<file path="src/rtl/game_tick_gen.sv">
// Multi-channel programmable tick generator for game timing: periodic or one-shot
// down-counters with global pause, per-channel speedup and period readback.
module game_tick_gen #(
  parameter int unsigned CHANNELS       = 2,
  parameter int unsigned WIDTH          = 32,
  parameter int unsigned DEFAULT_PERIOD = 25_000_000,
  parameter int unsigned MIN_PERIOD     = 2,
  parameter int unsigned STEP           = 1_000_000,
  localparam int unsigned CH_W          = (CHANNELS > 1) ? $clog2(CHANNELS) : 1
) (
  input  logic                clk,
  input  logic                reset_n,
  input  logic                cfg_we,
  input  logic [CH_W-1:0]     cfg_ch,
  input  logic [WIDTH-1:0]    cfg_period,
  input  logic                cfg_oneshot,
  input  logic [CHANNELS-1:0] ch_en,
  input  logic                pause,
  input  logic [CHANNELS-1:0] speedup,
  output logic [CHANNELS-1:0] tick,
  output logic [CHANNELS-1:0] done,
  input  logic [CH_W-1:0]     rd_ch,
  output logic [WIDTH-1:0]    rd_period
);

  localparam logic [WIDTH-1:0] MIN_P = WIDTH'(MIN_PERIOD);
  localparam logic [WIDTH-1:0] RST_P = (DEFAULT_PERIOD > MIN_PERIOD) ? WIDTH'(DEFAULT_PERIOD) : MIN_P;
  localparam logic [WIDTH-1:0] ONE_W = WIDTH'(1'b1);

  // Requested period clamped to the floor.
  function automatic logic [WIDTH-1:0] clamp_period(input logic [WIDTH-1:0] p);
    logic [WIDTH-1:0] r;
    if (p < MIN_P) begin
      r = MIN_P;
    end else begin
      r = p;
    end
    return r;
  endfunction

  // Period after one speedup step; 64-bit math keeps STEP+MIN from wrapping.
  function automatic logic [WIDTH-1:0] shorten_period(input logic [WIDTH-1:0] p);
    logic [63:0]      p_wide;
    logic [WIDTH-1:0] r;
    p_wide = 64'(p);
    if (p_wide > (64'(STEP) + 64'(MIN_PERIOD))) begin
      r = WIDTH'(p_wide - 64'(STEP));
    end else begin
      r = MIN_P;
    end
    return r;
  endfunction

  logic [WIDTH-1:0]    period_r [CHANNELS];
  logic [WIDTH-1:0]    count_r  [CHANNELS];
  logic [CHANNELS-1:0] mode_r;
  logic [CHANNELS-1:0] done_r;
  logic [CHANNELS-1:0] tick_r;

  logic [WIDTH-1:0]    period_s [CHANNELS];
  logic [WIDTH-1:0]    count_s  [CHANNELS];
  logic [CHANNELS-1:0] mode_s;
  logic [CHANNELS-1:0] done_s;
  logic [CHANNELS-1:0] tick_s;
  logic [CHANNELS-1:0] cfg_hit_s;
  logic [CHANNELS-1:0] active_s;
  logic [WIDTH-1:0]    cfg_pc_s;
  logic [WIDTH-1:0]    rd_period_s;

  // Per-channel write decode and run qualification.
  always_comb begin
    cfg_hit_s = '0;
    active_s  = '0;
    cfg_pc_s  = clamp_period(cfg_period);
    for (int i = 0; i < CHANNELS; i++) begin
      cfg_hit_s[i] = cfg_we && (cfg_ch == CH_W'(i));
      active_s[i]  = ch_en[i] && !pause && !(mode_r[i] && done_r[i]);
    end
  end

  // Next-state for every channel; a config write overrides counting and speedup.
  always_comb begin
    mode_s = mode_r;
    done_s = done_r;
    tick_s = '0;
    for (int i = 0; i < CHANNELS; i++) begin
      period_s[i] = period_r[i];
      count_s[i]  = count_r[i];
      if (cfg_hit_s[i]) begin
        period_s[i] = cfg_pc_s;
        count_s[i]  = cfg_pc_s - ONE_W;
        mode_s[i]   = cfg_oneshot;
        done_s[i]   = 1'b0;
      end else begin
        if (active_s[i]) begin
          if (count_r[i] == '0) begin
            // Reload sees the pre-speedup period; a new one applies next reload.
            count_s[i] = period_r[i] - ONE_W;
            tick_s[i]  = 1'b1;
            if (mode_r[i]) begin
              done_s[i] = 1'b1;
            end else begin
              done_s[i] = done_r[i];
            end
          end else begin
            count_s[i] = count_r[i] - ONE_W;
          end
        end else begin
          count_s[i] = count_r[i];
        end
        if (speedup[i]) begin
          period_s[i] = shorten_period(period_r[i]);
        end else begin
          period_s[i] = period_r[i];
        end
      end
    end
  end

  // Channel state registers with synchronous reset.
  always_ff @(posedge clk) begin
    if (!reset_n) begin
      for (int i = 0; i < CHANNELS; i++) begin
        period_r[i] <= RST_P;
        count_r[i]  <= RST_P - ONE_W;
      end
      mode_r <= '0;
      done_r <= '0;
      tick_r <= '0;
    end else begin
      for (int i = 0; i < CHANNELS; i++) begin
        period_r[i] <= period_s[i];
        count_r[i]  <= count_s[i];
      end
      mode_r <= mode_s;
      done_r <= done_s;
      tick_r <= tick_s;
    end
  end

  // Period readback mux; unmatched channel numbers read as zero.
  always_comb begin
    rd_period_s = '0;
    for (int i = 0; i < CHANNELS; i++) begin
      if (rd_ch == CH_W'(i)) begin
        rd_period_s = period_r[i];
      end else begin
        rd_period_s = rd_period_s;
      end
    end
  end

  assign tick      = tick_r;
  assign done      = done_r;
  assign rd_period = rd_period_s;

endmodule

</file>
<file path="config.mk">
export PLATFORM = sky130hd
export DESIGN_NAME = game_tick_gen
export DESIGN_NICKNAME = d
export VERILOG_FILES = /design/src/rtl/game_tick_gen.sv
export SDC_FILE = /design/constraint.sdc
export NUM_CORES = 1
export LEC_CHECK = 0
export CAP_MARGIN = 30
export CORE_MARGIN = 4
export CORE_UTILIZATION = 50
export DETAILED_ROUTE_END_ITERATION = 8
export GPL_TIMING_DRIVEN = 1
export PLACE_DENSITY = 0.8
export SYNTH_ARGS = -nofsm -noshare
export SYNTH_HDL_FRONTEND = slang
export SYNTH_SLANG_ARGS = --single-unit
export TNS_END_PERCENT = 1
</file>
<file path="constraint.sdc">
create_clock -name clk -period 5.4 [get_ports clk]
set_input_delay 1.62 -clock clk [delete_from_list [all_inputs] [get_ports clk]]
set_output_delay 1.62 -clock clk [all_outputs]
set_load 0.02 [all_outputs]
</file>
After elaboration in Yosys (flattened, before gate mapping)
Memories as Yosys holds them, arrays and structs flattened.
Index checks and enable logic that the tools add are counted.
Storage, ports and cells
  bits in registers: 6
  bits in writable memories: 128
  logic and storage cells: 67
  memories kept: 2
Memories
  count_r: words 2, bits a word 32, read ports 2, clocked after Yosys merged registers in 0, wr ports 2, line 55  | logic [WIDTH-1:0] count_r [CHANNELS];
  period_r: words 2, bits a word 32, read ports 2, clocked after Yosys merged registers in 0, wr ports 2, line 54  | logic [WIDTH-1:0] period_r [CHANNELS];
Operators by class
  add/sub/neg operators: 7
  $lt $le $gt $ge: 3
  muxes and demuxes: 22
  bitwise logic cells: 8
  reduce and logical (&&, ||, !) cells: 19
Operators with widths (count)
  $mux W32: 18
  $sub A32 B1 Y32 const B: 5
  $gt A32 B20 Y1 const B: 2
  $logic_not A32 Y1: 2
  $sub A32 B20 Y32 const B: 2
  $lt A32 B2 Y1 const B: 1
  $logic_and A1 B1 Y1: 8
  $reduce_and A3 Y1: 2
  $reduce_or A3 Y1: 2
  $mux W1: 4
  $not A1 Y1: 4
  $or A1 B1 Y1: 4
  $reduce_or A2 Y1: 2
  $logic_not A1 Y1: 3

Longest topological paths before layout
Gate-level depths: netlist (run 1).
  depth in word-level cells: 6
  depth in mapped cells: 17
  gate-level depth less buffers: 13

Worst setup path before layout (run 1)
OpenSTA, ideal clock, no wires.
  kind: input to register
  from: in cfg_period[26]
  to: mem count_r[1][16] (netlist: count_r[0][48])
  setup time: 0.148 ns
  arrival time: 5.151 ns
  required time: 5.252 ns
  setup slack: 0.101 ns
  stages on the path: 14
  cell sequence: or4_1 > or4_1 > or4b_1 > o21ai_1 > ha_1 > nand2b_1 > clkbuf_1 > or4_1 > clkbuf_1 > nor4_1 > xnor2_1 > nor2_1 > a31oi_1 > o311ai_0
RTL lines
  start, declared: line 15  | input logic [WIDTH-1:0] cfg_period,
  end, declared: line 55

==> run metrics, run 1 <==
Mapped Area=10590 µm²; Max VDD drop=about 0.24 mV; # rows=52; Reg2Reg Launch Point=count_r[0][8]; Internal=2212 µW; reg2reg end=count_r[0][22]; power share of the clock group=0.426; CP endpoint kind=flip-flop; worst slack at placement=-0.2288 ns; Psw=a little over 1000 µW; full die area=approximately 24000 µm²; failing checks=DRC; Async S/R FF share, synth=0; total power=around 3200 µW; number of flops mapped to enable cells by yosys=0; clk sinks=between 100 and 150; Core Box Area=20560 µm²; Post CTS Setup Buffer Count=0; Top FF cell, synth=dfxtp_1; CTS root buf=clkbuf_16; clock latency on the worst-skew pair=0.44 ns; total CTS buffers=17; crit share post-route=0.9626; Antenna Nets Post-Route=0; met2 Use GR=0.5149; Net Sw Frac=0.3129; total wire length=42410 µm; commonest cells after routing, fill and taps aside=nor2_1 (146), a21oi_1 (136), dfxtp_1 (134); Final Hold Fails=0; r2r setup slk=~1.3 ns; layout cells sized above 1=0.1060; worst reg-to-reg path cell count=11; Placed Instances=~1700; Yosys reg bits=about 130; Vias=about 13000; mean post-synth cell area=roughly 7.3 µm²; residual DRC count=1; largest net degree at the start of global routing=between 50 and 60; Worst setup SP type=input port; gpl congestion=1.033; min setup slack post-route=a little over 0.2 ns; CP Class=in -> reg; pwr dens=around 260 nW/µm²; Distinct cells, synth=85; Antenna diodes=0; Hold Crit Depth=2; Total GRT Usage=0.3424; GR Overflow Total=0; Setup Skew=roughly 0.0097 ns; Reg power frac=0.377; unrepaired setup endpoints after global routing=false; CTS tree=yes; WHS Endpoint=mode_r[0]; busiest grt layer=met2; Worst slew margin=0.2131; CTS max path bufs=2; first-pass GRT wire length=roughly 65000 µm; die width=approximately 150 µm; IO Pins=between 70 and 80; Crit Path Max Fanout=2; final slew viol count=0; crit path time final=slightly above 5 ns; area grow syn2layout=16.38%; via/cell ratio=between 7 and 8; H-tree depth=4; Max Freq=between 150 and 200 MHz; Placement Cell Area=11640 µm²; Starting DRT DRC Count=2017; met3 GRT Util=0.07813; Gate Count Post-Synth=1449; 1st-pass router iterations=9; hold_sp=mode_r[0]; worst min-delay path class=reg -> reg; status=complete, but fails checks; initial core utilization=0.5151; antenna violations before repair=1; combinational group share of total power=0.197; Ys Warns=0; post-synthesis sequential area ratio=0.2533; max-cap violation count=0; syn_nets=~1500; worst-margin pin slew=approximately 1.2 ns; design area=approximately 12000 µm²; hpwl dp=31200 µm; Critical Path AT=around 5.5 ns; Final setup viols=0; CP required=between 5 and 6 ns; Post-Layout Cell Count=about 1800; Reg clk slew, reported paths=around 0.060 ns; number of port buffers=roughly 80; # nets final=around 1500; most common cell after layout, fill and taps aside=nor2_1; M1 GR Usage=0.4572; P_leak=roughly 0.0042 µW; die height=between 150 and 200 µm; WL per Instance=24.10 µm; vias in the first global route=approximately 11000
==> cell type report <==
class | instances | area (µm²)
fillers | 1894 | 8235
multi-input cells | 1170 | 7333
flip-flops and latches | 134 | 2683
repair buffers | 135 | 1216
clock buffers | 20 | 456.7
well taps | 270 | 337.8
clock inverters | 11 | 222.7
inverters | 20 | 75.07
==> synth_stat cells, types with 8 or more instances <==
master     instances  area, µm²
a2111oi_0          9      78.83
a211o_1           10      87.58
a211oi_1          24      180.2
a21o_1            16      120.1
a21oi_1          136      680.7
a221oi_1          14      122.6
a22o_1            15      131.4
a22oi_1           17      127.6
a31oi_1           19      118.9
and3_1            17      106.4
buf_1              8      30.03
buf_2             13      65.06
clkbuf_1          98      367.9
dfxtp_1          134       2683
inv_1             20      75.07
mux2_2            27      304.0
mux2i_1           11      110.1
nand2_1          109      409.1
nand2b_1          11      68.82
nand3_1           36      180.2
nand3b_1           8      60.06
nand4_1           16      100.1
nor2_1           146      548.0
nor3_1            66      330.3
nor4_1            31      193.9
o211ai_1          17      127.6
o21a_1             9      67.56
o21ai_0           90      450.4
o21ai_1           12      60.06
o221ai_1          29      254.0
o22ai_1           18      112.6
o31ai_1           16      120.1
or2_2             14      87.58
or3_1             31      193.9
or4_1             23      172.7
xnor2_1           36      315.3
xor2_1            28      245.2
==> state kept, by name, indices dropped and copies added (netlist names) <==
signal	count
mode_r	2
done	2
count_r	64
tick	2
period_r	64
==> power groups by stage <==
stage | Sequential (µW) | Clock [µW] | Combinational (µW)
3_3_place_gp | 1220 | 0 | 604
4_1_cts | 1200 | 1370 | 617
2_1_floorplan | 1130 | 0 | 435
3_5_place_dp | 1220 | 0 | 612
6_report | 1210 | 1370 | 634
5_1_grt | 1220 | 1410 | 674
==> layer usage <==
metal / share of wire / up-vias
li1: - / 5567
met1: 0.38 / 5803
met2: 0.43 / 1020
met3: 0.13 / 170
met4: 0.060 / 2
met5: 0.00042 / -
==> critical path: stages <==
cell	delay, ns
clkdlybuf4s50_1	0.43
or4_1	0.53
or4_1	0.45
or4b_1	0.64
o21ai_1	0.22
ha_1	0.20
nand2b_1	0.08
or4_1	0.48
nor4_2	0.20
xnor2_1	0.19
nor2_1	0.06
a31oi_1	0.18
o311ai_0	0.17
==> what timing repair did <==
item,4_1_cts,5_1_grt
resized for setup,0,1
setup endpoints to repair,0,1
hold buffers,0,0
==> per-stage QoR <==
| step | TNS (ns) | hold WS, ns | util |
|---|---|---|---|
| after floorplan | 0 | 0.4495 | - |
| after global placement | -0.09984 | 0.4618 | 0.5661 |
| after detailed placement | -0.6254 | 0.4726 | 0.5661 |
| after CTS | 0 | 0.4808 | 0.5991 |
| after global routing | 0 | 0.5183 | 0.5994 |
| final | 0 | 0.4766 | 0.5994 |
==> worst max-delay path by stage <==
stage | from | end | slack (ns) | cells after the start
final | cfg_period[27] | count_r[0][48] | 0.20 | 13
after global routing | cfg_period[26] | count_r[0][18] | 0.0005 | 13
after CTS | cfg_period[26] | count_r[0][48] | 0.21 | 13
after detailed placement | cfg_period[26] | count_r[0][48] | -0.23 | 13
after global placement | cfg_period[26] | count_r[0][48] | -0.08 | 13
after floorplan | cfg_period[26] | count_r[0][48] | 0.10 | 14
==> logic make-up after synthesis <==
family	synth area share
AOI/OAI and AO/OA	0.3185
adders and majority gates	0.008270
xor gates and xnor gates	0.05447
muxes	0.03911
buffers and inverters	0.05624
DFF	0.2533
and+or+nand+nor	0.2701
Power figures use the tool's default switching activity.
==> run 2: changes to the inputs <==
- GPL_TIMING_DRIVEN: 1 -> not set
==> results of run 2 <==
Final layout, timing and power as in run 1 (identical DEF).
==> run 3: changes to the inputs <==
- CTS_CLUSTER_DIAMETER: not set -> 120
- SLEW_MARGIN: not set -> 5
==> run metrics, run 3 (synthesis gave the netlist of run 1 again) <==
total wire length=42430 µm (about the same); largest net degree at the start of global routing=57 (unchanged); CTS tree=yes; Starting DRT DRC Count=1990 (-1.3%); Antenna diodes=0 (unchanged); Final setup viols=0 (unchanged); final slew viol count=0 (unchanged); die width=153.5 µm (unchanged); Max Freq=192.5 MHz (about the same); WL met3=5231 µm (-2.8%); uppermost routed layer=met5; layout cells sized above 1=0.1066 (+0.0005996); commonest cells after routing, fill and taps aside=nor2_1 (146), a21oi_1 (136), dfxtp_1 (134); antenna violations before repair=1 (unchanged); gpl congestion=1.033 (unchanged); CP endpoint kind=flip-flop; met2 WL post-DR=18270 µm (+0.75%); Core Box Area=20560 µm² (unchanged); Net Sw Frac=0.3134 (+0.0005863); vias in the first global route=11480 (unchanged); status=complete, no violations; setup TNS=0 ns (unchanged); Worst slew margin=0.3666 (+0.1535); combinational group share of total power=0.197 (about the same); most common cell after layout, fill and taps aside=nor2_1; Internal=2212 µW (about the same); # rows=52 (unchanged); Setup Skew=0.01499 ns (+0.005271 ns); Critical Path AT=5.45 ns (about the same); Max VDD drop=0.2376 mV (-0.75%); crit path time final=5.194 ns (-0.004439 ns); final core occ=0.5997 (about the same); Final Hold Fails=0 (unchanged); worst min-delay path class=reg -> reg; initial core utilization=0.5151 (unchanged); Vias=12600 (+0.30%); number of port buffers=78 (unchanged); Fill cells=1894 (unchanged); Post CTS Setup Buffer Count=0 (unchanged); worst hold slack=0.4777 ns (+0.001093 ns); Post-Layout Cell Count=1761 (+0.057%); 1st-pass router iterations=8 (-1); Psw=1010 µW (+0.30%); routed metal-1 wirelength=16420 µm (+0.60%); CP Class=in -> reg; worst setup path start=cfg_period[26]; WL per Instance=24.10 µm (about the same); crit share post-route=0.9618 (about the same); area grow syn2layout=16.42% (about the same); top flop regs=count_r x64, period_r x64; power share of the clock group=0.426 (about the same); Antenna Nets Post-Route=0 (unchanged); CTS max path bufs=2 (unchanged); clock latency on the worst-skew pair=0.44 ns (about the same); Reg2Reg Launch Point=count_r[0][8]; Crit Path Max Fanout=2 (unchanged); worst slack at placement=-0.2288 ns (unchanged); H-tree depth=4 (unchanged); Placed Instances=1729 (unchanged); GR Overflow Total=0 (unchanged); via/cell ratio=7.155 (+0.25%); first-pass GRT wire length=64510 µm (unchanged); pwr dens=261.3 nW/µm² (about the same); max-cap violation count=0 (unchanged); die height=153.5 µm (unchanged); Worst setup SP type=input port; clk sinks=134 (unchanged); CP required=5.66 ns (about the same); hold_sp=mode_r[0]; CTS root buf=clkbuf_16; residual DRC count=0 (-1); IO Pins=79 (unchanged); unrepaired setup endpoints after global routing=false; total CTS buffers=17 (unchanged); r2r setup slk=1.25 ns (about the same); hpwl dp=31200 µm (unchanged); Total GRT Usage=0.3424 (unchanged); min setup slack post-route=0.2063 ns (+0.004439 ns); full die area=23570 µm² (unchanged); Reg clk slew, reported paths=0.06 ns (about the same); P_leak=0.004198 µW (+0.13%); worst-margin pin slew=0.9466 ns (-0.2258 ns); # nets final=1529 (+0.065%); Reg power frac=0.377 (about the same)
-- run 3: metrics by stage --
step | power [µW] | area [µm²]
global route | 3310 | 12330
detailed placement | 1837 | 11640
global placement | 1827 | 11640
floorplan | 1566 | 10590
CTS | 3192 | 12320
finish | 3222 | 12330
-- run 3: path summary, 6_finish.rpt --
kind | to | cells past startpoint
worst max register to register | count_r[0][22] | 11
worst max-delay path | count_r[0][48] | 13
worst min register to register | mode_r[0] | 2
worst min-delay path | mode_r[0] | 2
-- run 3: power by group through the flow --
stage | sequential [µW] | clock (µW) | combinational (µW)
5_1_grt | 1220 | 1410 | 675
2_1_floorplan | 1130 | 0 | 435
6_report | 1210 | 1370 | 635
3_3_place_gp | 1220 | 0 | 604
4_1_cts | 1200 | 1370 | 617
3_5_place_dp | 1220 | 0 | 612
-- run 3: area by class of cell --
cell class / instances / area, µm² / area share
Clock buffer: 20 / 456.7 / 0.03704
Timing Repair Buffer: 136 / 1221 / 0.09905
Inverter: 20 / 75.07 / 0.006089
Clock inverter: 11 / 222.7 / 0.01806
Multi-Input combinational cell: 1170 / 7333 / 0.5948
Sequential cell: 134 / 2683 / 0.2176
Tap cell: 270 / 337.8 / 0.02740
-- run 3: repair_timing --
item / CTS / global route
endpoints found under the hold margin: 0 / 0
setup endpoints to repair: 0 / 1
hold buffers: 0 / 0
gates resized for setup: 0 / 1
-- run 3: layer usage --
metal,vias up,GRT usage
li1,5571,-
met1,5848,0.4572
met2,1008,0.5149
met3,171,0.07813
met4,2,0.1821
met5,-,0
-- run 3: worst max-delay path, stage by stage --
cell and delay [ns]:
clkdlybuf4s50_1 0.42, or4_1 0.54, or4_1 0.45, or4b_1 0.64
o21ai_1 0.22, ha_1 0.19, nand2b_1 0.08, or4_1 0.48
nor4_2 0.20, xnor2_1 0.19, nor2_1 0.06, a31oi_1 0.18
o311ai_0 0.17
